[config.mk]
export PLATFORM = sky130hd
export DESIGN_NAME = video_timing_gen
export DESIGN_NICKNAME = d
export VERILOG_FILES = /design/src/rtl/video_timing_gen.sv
export SDC_FILE = /design/constraint.sdc
export NUM_CORES = 1
export LEC_CHECK = 0
export CORE_ASPECT_RATIO = 1.1
export CORE_MARGIN = 2
export CORE_UTILIZATION = 25
export DETAILED_ROUTE_END_ITERATION = 6
export HOLD_SLACK_MARGIN = 0.1
export PLACE_DENSITY = 0.5
export SLEW_MARGIN = 40
export SYNTH_ARGS = -nofsm -noshare
export SYNTH_HDL_FRONTEND = slang
export SYNTH_SLANG_ARGS = --single-unit
[constraint.sdc]
create_clock -name i_clk -period 3.7 [get_ports i_clk]
set_clock_uncertainty 0.1 [all_clocks]
set_input_delay 0.555 -clock i_clk [delete_from_list [all_inputs] [get_ports i_clk]]
set_output_delay 0.555 -clock i_clk [all_outputs]
set_load 0.005 [all_outputs]
[src/rtl/video_timing_gen.sv]
// Raster timing generator for the DVI output path.
// Issues pixel-fetch coordinates, then delays sync/blank by the pixel source's
// fixed latency so they line up with the RGB data it returns.
module video_timing_gen #(
  parameter int   p_h_active      = 640,
  parameter int   p_h_front       = 16,
  parameter int   p_h_sync        = 96,
  parameter int   p_h_back        = 48,
  parameter int   p_v_active      = 480,
  parameter int   p_v_front       = 10,
  parameter int   p_v_sync        = 2,
  parameter int   p_v_back        = 33,
  parameter logic p_hsync_pol     = 1'b0,
  parameter logic p_vsync_pol     = 1'b0,
  parameter int   p_fetch_latency = 2,
  localparam int  h_total         = p_h_active + p_h_front + p_h_sync + p_h_back,
  localparam int  v_total         = p_v_active + p_v_front + p_v_sync + p_v_back,
  localparam int  h_w             = $clog2(h_total),
  localparam int  v_w             = $clog2(v_total)
) (
  input  logic                 i_clk,
  input  logic                 i_rst_n,
  output logic [h_w-1:0]       o_fetch_x,
  output logic [v_w-1:0]       o_fetch_y,
  output logic                 o_fetch_en,
  output logic                 o_frame_start,
  output logic                 o_line_start,
  input  logic [2:0][7:0]      i_data,
  output logic                 o_hsync,
  output logic                 o_vsync,
  output logic                 o_blank,
  output logic [2:0][7:0]      o_data
);

  // Reject configurations that would produce a degenerate raster or an
  // alignment pipeline deeper than the pixel sources we support.
  if (p_h_active <= 0 || p_h_front <= 0 || p_h_sync <= 0 || p_h_back <= 0 ||
      p_v_active <= 0 || p_v_front <= 0 || p_v_sync <= 0 || p_v_back <= 0 ||
      p_fetch_latency < 0 || p_fetch_latency > 8) begin : g_bad_cfg
    $error("video_timing_gen: illegal timing configuration");
  end

  // Counter boundaries, pre-sized to the counter widths.
  localparam logic [h_w-1:0] h_last_c       = h_w'(h_total - 1);
  localparam logic [h_w-1:0] h_active_c     = h_w'(p_h_active);
  localparam logic [h_w-1:0] h_sync_start_c = h_w'(p_h_active + p_h_front);
  localparam logic [h_w-1:0] h_sync_end_c   = h_w'(p_h_active + p_h_front + p_h_sync);
  localparam logic [v_w-1:0] v_last_c       = v_w'(v_total - 1);
  localparam logic [v_w-1:0] v_active_c     = v_w'(p_v_active);
  localparam logic [v_w-1:0] v_sync_start_c = v_w'(p_v_active + p_v_front);
  localparam logic [v_w-1:0] v_sync_end_c   = v_w'(p_v_active + p_v_front + p_v_sync);

  logic [h_w-1:0] h_cnt_reg, h_cnt_next;
  logic [v_w-1:0] v_cnt_reg, v_cnt_next;
  logic           h_wrap, v_wrap;
  logic           fetch_en;
  logic           hs_raw, vs_raw, blank_raw;
  logic           hs_dly, vs_dly, blank_dly;

  // Next raster position: x wraps every line, y advances only on an x wrap.
  always_comb begin
    h_wrap     = (h_cnt_reg == h_last_c);
    v_wrap     = (v_cnt_reg == v_last_c);
    h_cnt_next = h_wrap ? '0 : h_cnt_reg + h_w'(1);
    v_cnt_next = v_cnt_reg;
    if (h_wrap) begin
      v_cnt_next = v_wrap ? '0 : v_cnt_reg + v_w'(1);
    end
  end

  // Raster position registers; reset parks the raster at (0, 0).
  always_ff @(posedge i_clk or negedge i_rst_n) begin
    if (!i_rst_n) begin
      h_cnt_reg <= '0;
      v_cnt_reg <= '0;
    end else begin
      h_cnt_reg <= h_cnt_next;
      v_cnt_reg <= v_cnt_next;
    end
  end

  // Fetch-stage outputs come straight off the counters, with no added delay.
  assign o_fetch_x     = h_cnt_reg;
  assign o_fetch_y     = v_cnt_reg;
  assign fetch_en      = (h_cnt_reg < h_active_c) && (v_cnt_reg < v_active_c);
  assign o_fetch_en    = fetch_en;
  assign o_frame_start = (h_cnt_reg == '0) && (v_cnt_reg == '0);
  assign o_line_start  = (h_cnt_reg == '0);

  // Raw timing flags are kept as "asserted" booleans; polarity is applied only
  // at the output register. vsync covers whole lines, blanking pixels included.
  assign hs_raw    = (h_cnt_reg >= h_sync_start_c) && (h_cnt_reg < h_sync_end_c);
  assign vs_raw    = (v_cnt_reg >= v_sync_start_c) && (v_cnt_reg < v_sync_end_c);
  assign blank_raw = ~fetch_en;

  // Delay the raw flags by the fetch latency so they meet the returned pixel.
  if (p_fetch_latency == 0) begin : g_no_delay
    assign hs_dly    = hs_raw;
    assign vs_dly    = vs_raw;
    assign blank_dly = blank_raw;
  end else begin : g_delay
    logic [p_fetch_latency-1:0] hs_pipe_reg, vs_pipe_reg, blank_pipe_reg;
    logic [p_fetch_latency-1:0] hs_pipe_next, vs_pipe_next, blank_pipe_next;

    for (genvar gi = 0; gi < p_fetch_latency; gi++) begin : g_stage
      if (gi == 0) begin : g_head
        assign hs_pipe_next[gi]    = hs_raw;
        assign vs_pipe_next[gi]    = vs_raw;
        assign blank_pipe_next[gi] = blank_raw;
      end else begin : g_tail
        assign hs_pipe_next[gi]    = hs_pipe_reg[gi-1];
        assign vs_pipe_next[gi]    = vs_pipe_reg[gi-1];
        assign blank_pipe_next[gi] = blank_pipe_reg[gi-1];
      end
    end

    // Shift the flags one stage per pixel; reset fills the pipe with idle
    // (sync deasserted, blanked) so no stale pulse escapes after reset.
    always_ff @(posedge i_clk or negedge i_rst_n) begin
      if (!i_rst_n) begin
        hs_pipe_reg    <= '0;
        vs_pipe_reg    <= '0;
        blank_pipe_reg <= '1;
      end else begin
        hs_pipe_reg    <= hs_pipe_next;
        vs_pipe_reg    <= vs_pipe_next;
        blank_pipe_reg <= blank_pipe_next;
      end
    end

    assign hs_dly    = hs_pipe_reg[p_fetch_latency-1];
    assign vs_dly    = vs_pipe_reg[p_fetch_latency-1];
    assign blank_dly = blank_pipe_reg[p_fetch_latency-1];
  end

  // Output register: apply sync polarity and force black while blanked.
  always_ff @(posedge i_clk or negedge i_rst_n) begin
    if (!i_rst_n) begin
      o_hsync <= ~p_hsync_pol;
      o_vsync <= ~p_vsync_pol;
      o_blank <= 1'b1;
      o_data  <= '0;
    end else begin
      o_hsync <= hs_dly ? p_hsync_pol : ~p_hsync_pol;
      o_vsync <= vs_dly ? p_vsync_pol : ~p_vsync_pol;
      o_blank <= blank_dly;
      o_data  <= blank_dly ? '0 : i_data;
    end
  end

endmodule

==> results.cfg <==
[outcome]
status = complete, no violations

[job]
drv_cap = 0

[clock_tree]
cts_buffers = 5
cts.sinks = 53
cts_tree = built
path_clk_slew_ps = 90
cts-resized-gates = 0
clock_latency_ps = 300
cts_hold_buf = 0
cts_max_path_buffers = 2
root_buffer = clkbuf_8
post_cts_buffers = 0
cts_max_level = 2

[routing]
drt-total-wl_um = 4689
wl_per_cell_um = 12.92
vias_per_cell = 4.107
drtPass1Iterations = 4
antenna_left = 0
drc = 0
drt_first_iter_violations = 23
vias = 1491

[final_layout]
nNetsFinal = 284
stdcell_area_mm2 = 0.003029
drive_above_1_share_pct = 7.059
utilization_pct = 37.88
largest_reg_flops = 24
antennaDiodeCount = 0
stdcell_count = 363
regMostFlops = o_data
final_cell_mix = clkdlybuf4s50_1 (74), dfrtp_1 (48), nor2b_1 (25)
area_growth_pct = 46.11
final_common_cell = clkdlybuf4s50_1

[global_route]
grt_max_degree = 30
track_usage_pct = 11.02
grt_util_met1_pct = 15.92
met2_usage_pct = 15.21
grt_pass1_wl_um = 7859
antenna_found_initial = 0
first_global_vias = 1501
gr-total-overflow = 0
grt_busiest_layer = met1
grt_util_met3_pct = 4.167

[sta]
hold_viol_final = 0
slew_viol_final = 0
fin_tns_setup_ps = 0
hold_slack_ps = 161.9
rsz0062_at_grt = no
worst_slack_ps = 922.7
relSlewSlack_pct = 57.76
max_slew.worst_pin.slew_ps = 633.6
period_share_pct = 75.06
max_freq_ghz = 0.3601
period_needed_ps = 2777
setup_violations = 0

[floorplan]
start_util_pct = 25.92
row_count = 34
io_pins = 76
dieArea_mm2 = 0.009038
die_w_um = 90.83
die_y_um = 99.51
core_mm2 = 0.007998

[critical_path]
cp-start-kind = register
reg2reg_slack_ps = 1410
path_delay_family = simple AND/OR/NAND/NOR gates
crit_chain = or2_2 > nor3_1 > and4_1 > and4_1 > clkdlybuf4s50_1
end_kind = output pin
critical_path_required_ps = 3040
cpPeakStageDelay_ps = 500
cp_common_cell = and4_1
crit_slowest_cell = clkdlybuf4s50_1
cp_max_fo = 6
critPathArrivalTime_ps = 2120
critPathBufInv = 1
criticalPathCategory = reg2out

[logic_synthesis]
synth_nets = 206
ys_seq_area_share_pct = 64.27
synthesis.area_mm2 = 0.002073
netlist_instances = 176
ys_types = 31
syn_area_per_cell_um2 = 11.78
synth_warnings = 0
synth_seq_cells = 53

[power]
power_leakage_nw = 1.316
powerDensity_mw_per_mm2 = 328.7
power_uw = 995.8
vdd_ir_drop_max_v = 0.0001668

[placement]
dpl.cell_count = 355
gp_congestion = 0.8048
place_area_mm2 = 0.002939
place.port_buffers = 75
dp_slack_ps = 1234
dp_hpwl_um = 3333

[min_path]
min_path_type = in2async
==> synthesized netlist by cell type <==
master | number | area, um^2
xor2_1 | 6 | 52.55
o21a_1 | 1 | 7.510
nor4_1 | 3 | 18.77
o31ai_1 | 2 | 15.01
inv_1 | 9 | 33.78
xnor2_1 | 4 | 35.03
or3_1 | 1 | 6.260
nor2b_1 | 25 | 156.4
mux2i_1 | 1 | 10.01
and4_1 | 2 | 17.52
nand4_1 | 4 | 25.02
buf_6 | 1 | 11.26
o22a_1 | 1 | 8.760
or2_2 | 1 | 6.260
ha_1 | 4 | 50.05
or3_4 | 1 | 11.26
and2_1 | 2 | 12.51
nor3_1 | 6 | 30.03
and3_1 | 5 | 31.28
dfstp_2 | 5 | 131.4
o21ai_0 | 3 | 15.01
a41oi_1 | 1 | 8.760
nand2b_1 | 1 | 6.260
or4_1 | 1 | 7.510
nand3_1 | 10 | 50.05
nor2_1 | 10 | 37.54
dfrtp_1 | 48 | 1201
nand2_1 | 8 | 30.03
a31oi_1 | 2 | 12.51
a21oi_1 | 3 | 15.01
clkbuf_1 | 5 | 18.77
==> path summary, 6_finish.rpt <==
kind | startpoint | endpoint | cells past startpoint
worst max-delay path | o_fetch_x[7] | o_frame_start | 5
worst min-delay path | i_rst_n | o_data[5] | 1
worst max register to register | o_fetch_x[0] | o_fetch_y[9] | 5
worst min register to register | g_delay.vs_pipe_reg[1] | o_vsync | 1
max in group asynchronous | i_rst_n | o_vsync | 2
min in group i_clk | g_delay.vs_pipe_reg[1] | o_vsync | 1
==> per-layer routing <==
| metal | up-vias | routed length [um] | part of all wire [%] |
|---|---|---|---|
| met1 | 673 | 2338 | 50 |
| li1 | 739 | - | - |
| met2 | 72 | 1918 | 41 |
| met5 | - | 0 | 0 |
| met3 | 7 | 364 | 7.8 |
| met4 | 0 | 68 | 1.5 |
==> cell type report <==
cell class	instances	area, um^2
fill	839	4969
multi-input combinational	108	676.9
inverter	9	33.78
clock buffer	5	68.82
tap	108	135.1
clock inverter	3	21.27
timing repair buffer	77	760.7
sequential	53	1333
==> report_power, final <==
part           internal [mW]  switching [mW]  total (mW)  leakage (nW)
Clock                  0.135           0.192       0.326        0.0445
Combinational         0.0509          0.0235      0.0744         0.619
Sequential             0.592         0.00302       0.595         0.653
Total                  0.778           0.218       0.996          1.32
==> cell families (layout without fill, tap and decap cells) <==
group,Yosys count,after routing,share of synthesized area [%]
muxes,1,1,0.4828
DFF,53,53,64.27
and+or+nand+nor,80,80,21.55
adders and majority gates,4,4,2.414
AOI/OAI and AO/OA,13,13,3.983
buffers and inverters,15,94,3.078
xor gates and xnor gates,10,10,4.224
(Power assumes the default switching activity.)
